[config.mk]
export PLATFORM = sky130hd
export DESIGN_NAME = conv2_engine
export DESIGN_NICKNAME = d
export VERILOG_FILES = /design/src/rtl/conv2_engine.sv
export SDC_FILE = /design/constraint.sdc
export NUM_CORES = 1
export LEC_CHECK = 0
export CAP_MARGIN = 40
export CORE_UTILIZATION = 47
export CTS_CLUSTER_SIZE = 20
export DETAILED_ROUTE_END_ITERATION = 8
export PLACE_DENSITY = 0.94
export SETUP_SLACK_MARGIN = 0.4
export SLEW_MARGIN = 15
export SYNTH_ARGS = -nofsm -noshare
export SYNTH_HDL_FRONTEND = slang
export SYNTH_SLANG_ARGS = --single-unit
[constraint.sdc]
create_clock -name clock -period 8.8 [get_ports clock]
set_clock_uncertainty 0.15 [all_clocks]
set_input_delay 1.76 -clock clock [delete_from_list [all_inputs] [get_ports clock]]
set_output_delay 1.76 -clock clock [all_outputs]
set_load 0.03 [all_outputs]
[src/rtl/conv2_engine.sv]
// Raster-order 2-D valid convolution with a fixed checkerboard kernel, one output pixel per clock.
// Define CONV2_SATURATE_EN to clamp oversized sums to the pixel maximum instead of wrapping.
module conv2_engine #(
  parameter int SIZE      = 5,
  parameter int SIZEKer   = 3,
  parameter int WIDTH_BIT = 8,
  localparam int OUT      = SIZE - SIZEKer + 1
) (
  input  logic                 clock,
  input  logic                 nreset,
  input  logic [WIDTH_BIT-1:0] inpMatrixI      [SIZE][SIZE],
  output logic                 done,
  output logic [WIDTH_BIT-1:0] convIxKernelOut [OUT][OUT]
);

  localparam int IW     = (OUT > 1) ? $clog2(OUT) : 1;
  localparam int AW     = (SIZE > 1) ? $clog2(SIZE) : 1;
  localparam int SUMW   = WIDTH_BIT + $clog2(SIZEKer * SIZEKer);
  localparam int MAXPIX = (1 << WIDTH_BIT) - 1;

  typedef enum logic {RUN, DONE} state_t;

  state_t               state, stateNxt;
  logic [IW-1:0]        rowIdx, colIdx, rowNxt, colNxt;
  logic                 wrEn;
  logic [SUMW-1:0]      winSum;
  logic [WIDTH_BIT-1:0] pixOut;

  // Window sum at the current (row, col); only even-parity kernel taps contribute.
  always_comb begin
    winSum = '0;
    for (int r = 0; r < SIZEKer; r++)
      for (int c = 0; c < SIZEKer; c++)
        if (((r + c) % 2) == 0)
          winSum = winSum + SUMW'(inpMatrixI[AW'(32'(rowIdx) + r)][AW'(32'(colIdx) + c)]);
  end

  always_comb begin
`ifdef CONV2_SATURATE_EN
    pixOut = (winSum > SUMW'(MAXPIX)) ? '1 : winSum[WIDTH_BIT-1:0];
`else
    pixOut = winSum[WIDTH_BIT-1:0];
`endif
  end

  always_comb begin
    stateNxt = state;
    rowNxt   = rowIdx;
    colNxt   = colIdx;
    wrEn     = 1'b0;
    case (state)
      RUN: begin
        wrEn = 1'b1;
        if (colIdx < IW'(OUT - 1)) begin
          colNxt = colIdx + 1'b1;
        end else if (rowIdx < IW'(OUT - 1)) begin
          colNxt = '0;
          rowNxt = rowIdx + 1'b1;
        end else begin
          stateNxt = DONE;
        end
      end
      default: ;
    endcase
  end

  always_ff @(posedge clock or posedge nreset) begin
    if (nreset) begin
      state  <= RUN;
      rowIdx <= '0;
      colIdx <= '0;
    end else begin
      state  <= stateNxt;
      rowIdx <= rowNxt;
      colIdx <= colNxt;
    end
  end

  // Only the addressed pixel register loads; all others hold.
  always_ff @(posedge clock or posedge nreset) begin
    if (nreset) begin
      for (int i = 0; i < OUT; i++)
        for (int j = 0; j < OUT; j++)
          convIxKernelOut[i][j] <= '0;
    end else begin
      for (int i = 0; i < OUT; i++)
        for (int j = 0; j < OUT; j++)
          if (wrEn && rowIdx == IW'(i) && colIdx == IW'(j))
            convIxKernelOut[i][j] <= pixOut;
    end
  end

  assign done = (state == DONE);

endmodule

==> summary.md, run 1 <==
| Metric | Value |
|---|---|
| Slew margin rel. | about two fifths |
| Total core area | approximately 16,000 um^2 |
| Synth top area cells | dfrtp_1, mux4_2, mux2i_1, mux2_2, fa_1 |
| Proportion of netlist area held by the largest area contributor | between 20% and 30% |
| Max incr delay on CP | roughly 0.75 ns |
| Yosys top cell by area | dfrtp_1 |
| Most frequent cells in the layout | clkdlybuf4s50_1, nand2_1, mux4_2 |
| Class of the tightest hold or removal check | flip-flop to flip-flop |
| Count of nets after finishing | roughly 1,200 |
| Max Clock Freq | approximately 140 MHz |
| Post-placement cell area | roughly 11,000 um^2 |
| Run status | complete, no violations |
| Inst Count DP | between 1,000 and 1,500 |
| Share of the clock period used by the worst path | 81.8% |
| Proportion of register bits with asynchronous set or reset after synthesis | between 90% and 100% |
| Initial standard-cell utilization of the core | about 48% |
| Library cell used as clock root buffer | clkbuf_16 |
| Wire length on met2 | about 13,000 um |
| Number of hold violations in the final report | 0 |
| Kind of critical path | flip-flop to flip-flop |
| Setup slack after layout | between 1.5 and 2 ns |
| Post-CTS setup buffer count | 0 |
| Cell class contributing the biggest share of worst-path delay | adder cells |
| Total power density per cell area | ~210 nW/um^2 |
| Required arrival time at the worst endpoint | between 8 and 9 ns |
| Die Ht | 130 um |
| Final min period | between 7 and 8 ns |
| Commonest register cell after synthesis | dfrtp_1 |
| Total clock sinks | 77 |
| Cell-by-cell listing of the critical path | inv_1, ha_1, buf_4, nor2b_1, a21oi_1, o22a_1, fa_1, fa_1, fa_1, inv_1, ha_1, fa_1, a21o_1, a21oi_1, o21ai_0, xnor2_1, xnor2_1, xnor3_2, o21ai_2 |
| Met3 routed wirelength | about 2300 um |
| Setup repair after global routing missed its margin | no |
| Met1 Routed Length | a little over 9000 um |
| Total of cells resized after clock tree synthesis | 0 |
| Most common cell after layout, fill and taps aside | clkdlybuf4s50_1 |
| Total iterations of the first detailed-routing run | 5 |
| Max-cap violations | 0 |
| Pre-CTS WS | 1.39 ns |
| Top-Level Pins | 275 |
| Number of max-slew violations in the final report | 0 |
| Vias in the first global route | between 7,000 and 8,000 |
| Fraction of layout cells with a size suffix above 1 | between 10% and 20% |
| Chip width | around 130 um |
| Netlist area before placement | roughly 7700 um^2 |
| Count of unique library cells instantiated by Yosys | 43 |
| CP Buf/Inv Count | 3 |
| Number of antenna violations at the first check in global routing | 2 |
| Capturing element type of the critical path | flip-flop |
| Highest metal layer used by the detailed router | met4 |
| Leakage Power | about 0.0043 uW |
| Vias per std cell | slightly above 6 |
| Global-route wire length before repair | between 30,000 and 40,000 um |
| DRC errors left | 0 |
| Post-Synthesis Cells | 740 |
| Final count of negative-setup-slack endpoints | 0 |
| Arrival time at the worst endpoint | 7.30 ns |
| Clock insertion delay at the later pin of the skew report | roughly 0.33 ns |
| Post-detailed-route wirelength per cell | approximately 22 um |
| Worst supply voltage drop on vdd | about 0.18 mV |
| Worst Max-Slew Pin Slew | 0.897 ns |
| Number of nets produced by synthesis | around 1,000 |
| Count of vias placed by the detailed router | between 7,000 and 8,000 |
| All-Layer GR Usage | between 30% and 40% |
| Proportion of synthesized chip area in sequential cells | between 20 and 30% |
| Summed negative setup slack over all endpoints | 0 ns |
| Grt ovf | 0 |
| Port bufs | ~270 |
| H-tree depth | 3 |
| Final core occ | roughly two thirds |
| Critical path's slowest cell | nor2b_1 |
| Post-detail-place hpwl | around 21,000 um |
| #FFs+latches synth | 77 |
| Max Buffers Root-to-Sink | 2 |
| Critical-path maximum fanout | 31 |
| Kind of start point of the critical path | flip-flop |
| Number of buffers created by CTS | 9 |
| Clock transition at the register clock pins on the worst setup and hold paths after CTS | ~0.06 ns |
| Post-synth EDFFs | 0 |
| Weighted congestion at the end of routability-driven global placement | 0.926 |
| Maximum number of pins on one net before global-route repair | 60 |
| Wire length after detailed routing | about 26,000 um |
| Number of DRC markers in iteration 0 | between 600 and 700 |
| Most frequent cell on the critical path | fa_1 |
| Overall die area | between 15,000 and 20,000 um^2 |
| Count of synthesis-stage warnings from yosys | 0 |
| CTS tree | yes |
| FP Rows | between 40 and 50 |
| Area of all placed cells without fillers | around 11,000 um^2 |
| Signed area change from the synthesized netlist to the final layout | 42.2% |
| Final Non-Filler Cells | roughly 1,200 |
| Post-Synthesis Mean Instance Area | a little over 10 um^2 |
| Residual antenna-violating net count after detailed routing | 0 |
| CTS Hold Buffers Added | 0 |
[power by group]
group          switching, uW  internal (uW)
clock network            140            217
registers               94.3            514
logic                    737            558
total                    971           1290
[per-stage QoR]
stage / hold WS [ns] / total power, uW
2_1_floorplan: 0.509 / 1300
3_3_place_gp: 0.312 / 1840
3_5_place_dp: 0.321 / 1910
4_1_cts: 0.333 / 2270
5_1_grt: 0.348 / 2380
6_report: 0.332 / 2260
[layer usage]
| metal | GRT usage, % | up-vias |
|---|---|---|
| met2 | 54.8 | 540 |
| met5 | 0 | - |
| met3 | 5.66 | 102 |
| met1 | 35.1 | 3606 |
| li1 | - | 3247 |
| met4 | 18.4 | 0 |
[logic make-up after synthesis]
| group | after synthesis | synth area share [%] |
|---|---|---|
| muxes | 178 | 36.8 |
| AOI/OAI and AO/OA | 168 | 13.3 |
| and+or+nand+nor | 167 | 9.44 |
| buffers and inverters | 98 | 5.59 |
| DFF | 77 | 25.1 |
| adders and majority gates | 36 | 7.82 |
| xor gates and xnor gates | 16 | 2.02 |
[worst min-delay path, cell delays in order (launching register included)]
cell     delay (ns)
dfrtp_1        0.34
nand2_1        0.05
o21ai_0        0.06
[flip-flops by register name, summed over array words and instances, names as in the netlist]
signal           flops
colIdx               2
convIxKernelOut     72
done                 1
rowIdx               2
[cells in the mapped netlist (all sizes together), types with 4 or more instances]
library cell / instances
inv: 38
and3: 7
a221oi: 15
nor2: 17
xor2: 4
clkbuf: 24
mux2: 43
nand3: 7
dfrtp: 77
mux4: 79
nand2: 106
mux2i: 56
a21oi: 58
o21ai: 71
buf: 36
nor3: 6
ha: 16
xnor2: 11
nor2b: 17
o22a: 7
fa: 20
[path summary, 6_finish.rpt]
path | slack [ns] | cells after the start | to | start
worst max-delay path | 1.60 | 19 | convIxKernelOut[71]$_DFFE_PP0P_ | rowIdx[0]$_DFFE_PP0P_
worst min-delay path | 0.33 | 2 | convIxKernelOut[62]$_DFFE_PP0P_ | convIxKernelOut[62]$_DFFE_PP0P_
max in group asynchronous | 6.26 | 4 | colIdx[0]$_DFFE_PP0P_ | nreset
worst min register to register | 0.33 | 2 | convIxKernelOut[62]$_DFFE_PP0P_ | convIxKernelOut[62]$_DFFE_PP0P_
worst max register to register | 1.60 | 19 | convIxKernelOut[71]$_DFFE_PP0P_ | rowIdx[0]$_DFFE_PP0P_
min in group asynchronous | 1.66 | 3 | convIxKernelOut[26]$_DFFE_PP0P_ | nreset
[final cells by class]
| cell class | count | area (um^2) |
|---|---|---|
| Multi-Input combinational cell | 565 | 5320 |
| Fill cell | 1158 | 5030 |
| Timing Repair Buffer | 292 | 2940 |
| Sequential cell | 77 | 1940 |
| Tap cell | 216 | 270 |
| Clock buffer | 9 | 225 |
| Inverter | 38 | 143 |
| Clock inverter | 6 | 65.1 |
| Antenna cell | 6 | 15.0 |
No activity file was read; power rests on OpenSTA's default activity.
==> run 2: changes to the inputs <==
Clock period 8.8 ns to 7.52 ns, I/O delays scaled along.
==> summary.md, run 2 (synthesized netlist as in run 1, its figures left out) <==
| Metric | Value |
|---|---|
| Met1 Routed Length | 9140 um |
| Fraction of layout cells with a size suffix above 1 | ~17% |
| Total core area | between 15,000 and 20,000 um^2 |
| Kind of critical path | primary input to flip-flop |
| Leakage Power | roughly 0.0043 uW |
| Capturing element type of the critical path | flip-flop |
| Worst Max-Slew Pin Slew | a little under 0.9 ns |
| Vias in the first global route | between 7,000 and 8,000 |
| Post-detailed-route wirelength per cell | 21.4 um |
| Final count of negative-setup-slack endpoints | 0 |
| Count of vias placed by the detailed router | approximately 7,300 |
| Vias per std cell | a little over 6 |
| Total power density per cell area | 245 nW/um^2 |
| Library cell used as clock root buffer | clkbuf_16 |
| Register name with the most flops | convIxKernelOut |
| Chip width | between 100 and 150 um |
| CTS tree | yes |
| Final Non-Filler Cells | 1,207 |
| Clock insertion delay at the later pin of the skew report | 0.33 ns |
| Total iterations of the first detailed-routing run | 5 |
| Post-CTS setup buffer count | 0 |
| Initial standard-cell utilization of the core | between 40% and 50% |
| Clock transition at the register clock pins on the worst setup and hold paths after CTS | roughly 0.05 ns |
| Number of buffers created by CTS | 9 |
| Wire length after detailed routing | between 20,000 and 30,000 um |
| Class of the tightest hold or removal check | flip-flop to flip-flop |
| Total of cells resized after clock tree synthesis | 0 |
| Number of DRC markers in iteration 0 | 608 |
| Kind of start point of the critical path | primary input |
| Residual antenna-violating net count after detailed routing | 0 |
| Overall die area | ~17,000 um^2 |
| Arrival time at the worst endpoint | 6.97 ns |
| Cell-by-cell listing of the critical path | clkdlybuf4s50_1, mux2i_1, a221oi_1, o21ai_0, a21oi_1, a21oi_1, o22a_1, fa_1, fa_1, fa_1, inv_1, ha_1, fa_1, a21o_1, a21oi_1, o21ai_0, xnor2_1, xnor2_1, xnor3_2, o21ai_2 |
| Cell class contributing the biggest share of worst-path delay | adder cells |
| Run status | complete, no violations |
| Final worst hold slack | 0.332 ns |
| Max incr delay on CP | approximately 0.58 ns |
| Largest registers in the final layout | convIxKernelOut (72), colIdx (2), rowIdx (2) |
| Max FFs per register | 72 |
| Signed area change from the synthesized netlist to the final layout | 41.9% |
| Grt ovf | 0 |
| Top-Level Pins | ~280 |
| FP Rows | 46 |
| Port bufs | between 200 and 300 |
| CTS Hold Buffers Added | 0 |
| Overall power | roughly 2700 uW |
| Critical path's slowest cell | xnor3_2 |
| Number of antenna violations at the first check in global routing | 5 |
| CP Buf/Inv Count | 2 |
| Weighted congestion at the end of routability-driven global placement | between 0.9 and 1 |
| Worst supply voltage drop on vdd | approximately 0.23 mV |
| Post-placement cell area | 10,600 um^2 |
| Post-detail-place hpwl | between 20,000 and 25,000 um |
| Final min period | 6.87 ns |
| Maximum number of pins on one net before global-route repair | 127 |
| Most frequent cells in the layout | clkdlybuf4s50_1, nand2_1, mux4_2 |
| Count of nets after finishing | 1,221 |
| Most frequent cell on the critical path | fa_1 |
| All-Layer GR Usage | a little under a third |
| Critical-path maximum fanout | 9 |
| Max Buffers Root-to-Sink | 2 |
| Number of max-slew violations in the final report | 0 |
| Share of the clock period used by the worst path | between 90% and 100% |
| Required arrival time at the worst endpoint | approximately 7.6 ns |
| Number of hold violations in the final report | 0 |
| Setup repair after global routing missed its margin | no |
| Summed negative setup slack over all endpoints | 0 ns |
| Global-route wire length before repair | about 39,000 um |
| Max-cap violations | 0 |
| Total clock sinks | a little under 80 |
| Die Ht | between 100 and 150 um |
| Inst Count DP | between 1,000 and 1,500 |
| DRC errors left | 0 |
| Slew margin rel. | approximately 41% |
| Max Clock Freq | roughly 150 MHz |
| Highest metal layer used by the detailed router | met4 |
| H-tree depth | 3 |
| Met3 routed wirelength | 2100 um |
| Area of all placed cells without fillers | about 11,000 um^2 |
| Wire length on met2 | about 13,000 um |
| Most common cell after layout, fill and taps aside | clkdlybuf4s50_1 |
run 2: cell types whose count changed in the layout (fill, tap and decap cells not counted):
cell | before | now
clkinvlp_4 | 4 | 0
clkbuf_1 | 0 | 3
buf_16 | 3 | 1
buf_12 | 0 | 1
buf_4 | 15 | 16
bufinv_16 | 1 | 2
clkinv_2 | 1 | 0
diode_2 | 6 | 5
run 2: worst paths after layout:
kind / from / to / slack, ns / cells past startpoint
worst max-delay path: inpMatrixI[136] / convIxKernelOut[71]$_DFFE_PP0P_ / 0.65 / 20
worst min-delay path: convIxKernelOut[45]$_DFFE_PP0P_ / convIxKernelOut[45]$_DFFE_PP0P_ / 0.33 / 2
worst max register to register: colIdx[0]$_DFFE_PP0P_ / convIxKernelOut[71]$_DFFE_PP0P_ / 0.76 / 21
worst min register to register: convIxKernelOut[45]$_DFFE_PP0P_ / convIxKernelOut[45]$_DFFE_PP0P_ / 0.33 / 2
max in group asynchronous: nreset / convIxKernelOut[12]$_DFFE_PP0P_ / 5.23 / 4
min in group asynchronous: nreset / convIxKernelOut[42]$_DFFE_PP0P_ / 1.43 / 3
run 2: layer usage:
metal,vias up,track usage [%]
met2,436,55.2
met1,3547,35.1
met4,0,15.3
met5,-,0
met3,79,5.99
li1,3260,-
run 2: worst min-delay path: stages, from the launching register on:
cell and delay (ns):
dfrtp_1 0.33, nand2_1 0.05, o21ai_0 0.06
run 2: report_power, final:
| group | leakage, uW | internal (uW) | switching [uW] | total, uW |
|---|---|---|---|---|
| sequential | 0.000889 | 601 | 109 | 710 |
| clock | 0.000143 | 287 | 150 | 437 |
| combinational | 0.00328 | 662 | 859 | 1520 |
run 2: layout make-up:
cell class / instances / area, um^2
multi-input combinational: 565 / 5320
timing repair buffer: 292 / 2910
sequential: 77 / 1940
clock inverter: 2 / 60.1
clock buffer: 12 / 236
tap: 216 / 270
inverter: 38 / 143
fill: 1208 / 5050
antenna: 5 / 12.5
run 2: stage by stage:
| step | setup WS, ns | util [%] |
|---|---|---|
| final | 0.651 | 68.3 |
| after global routing | 0.491 | 68.3 |
| after CTS | 0.695 | 68.2 |
| after detailed placement | 0.357 | 66.4 |
| after global placement | 0.530 | 66.2 |
| after floorplan | 1.14 | - |
==> run 3: changes to the inputs <==
Settings changed: TNS_END_PERCENT set to 50.
==> results of run 3 <==
The final DEF is identical to that of run 2; final timing and power are the same.
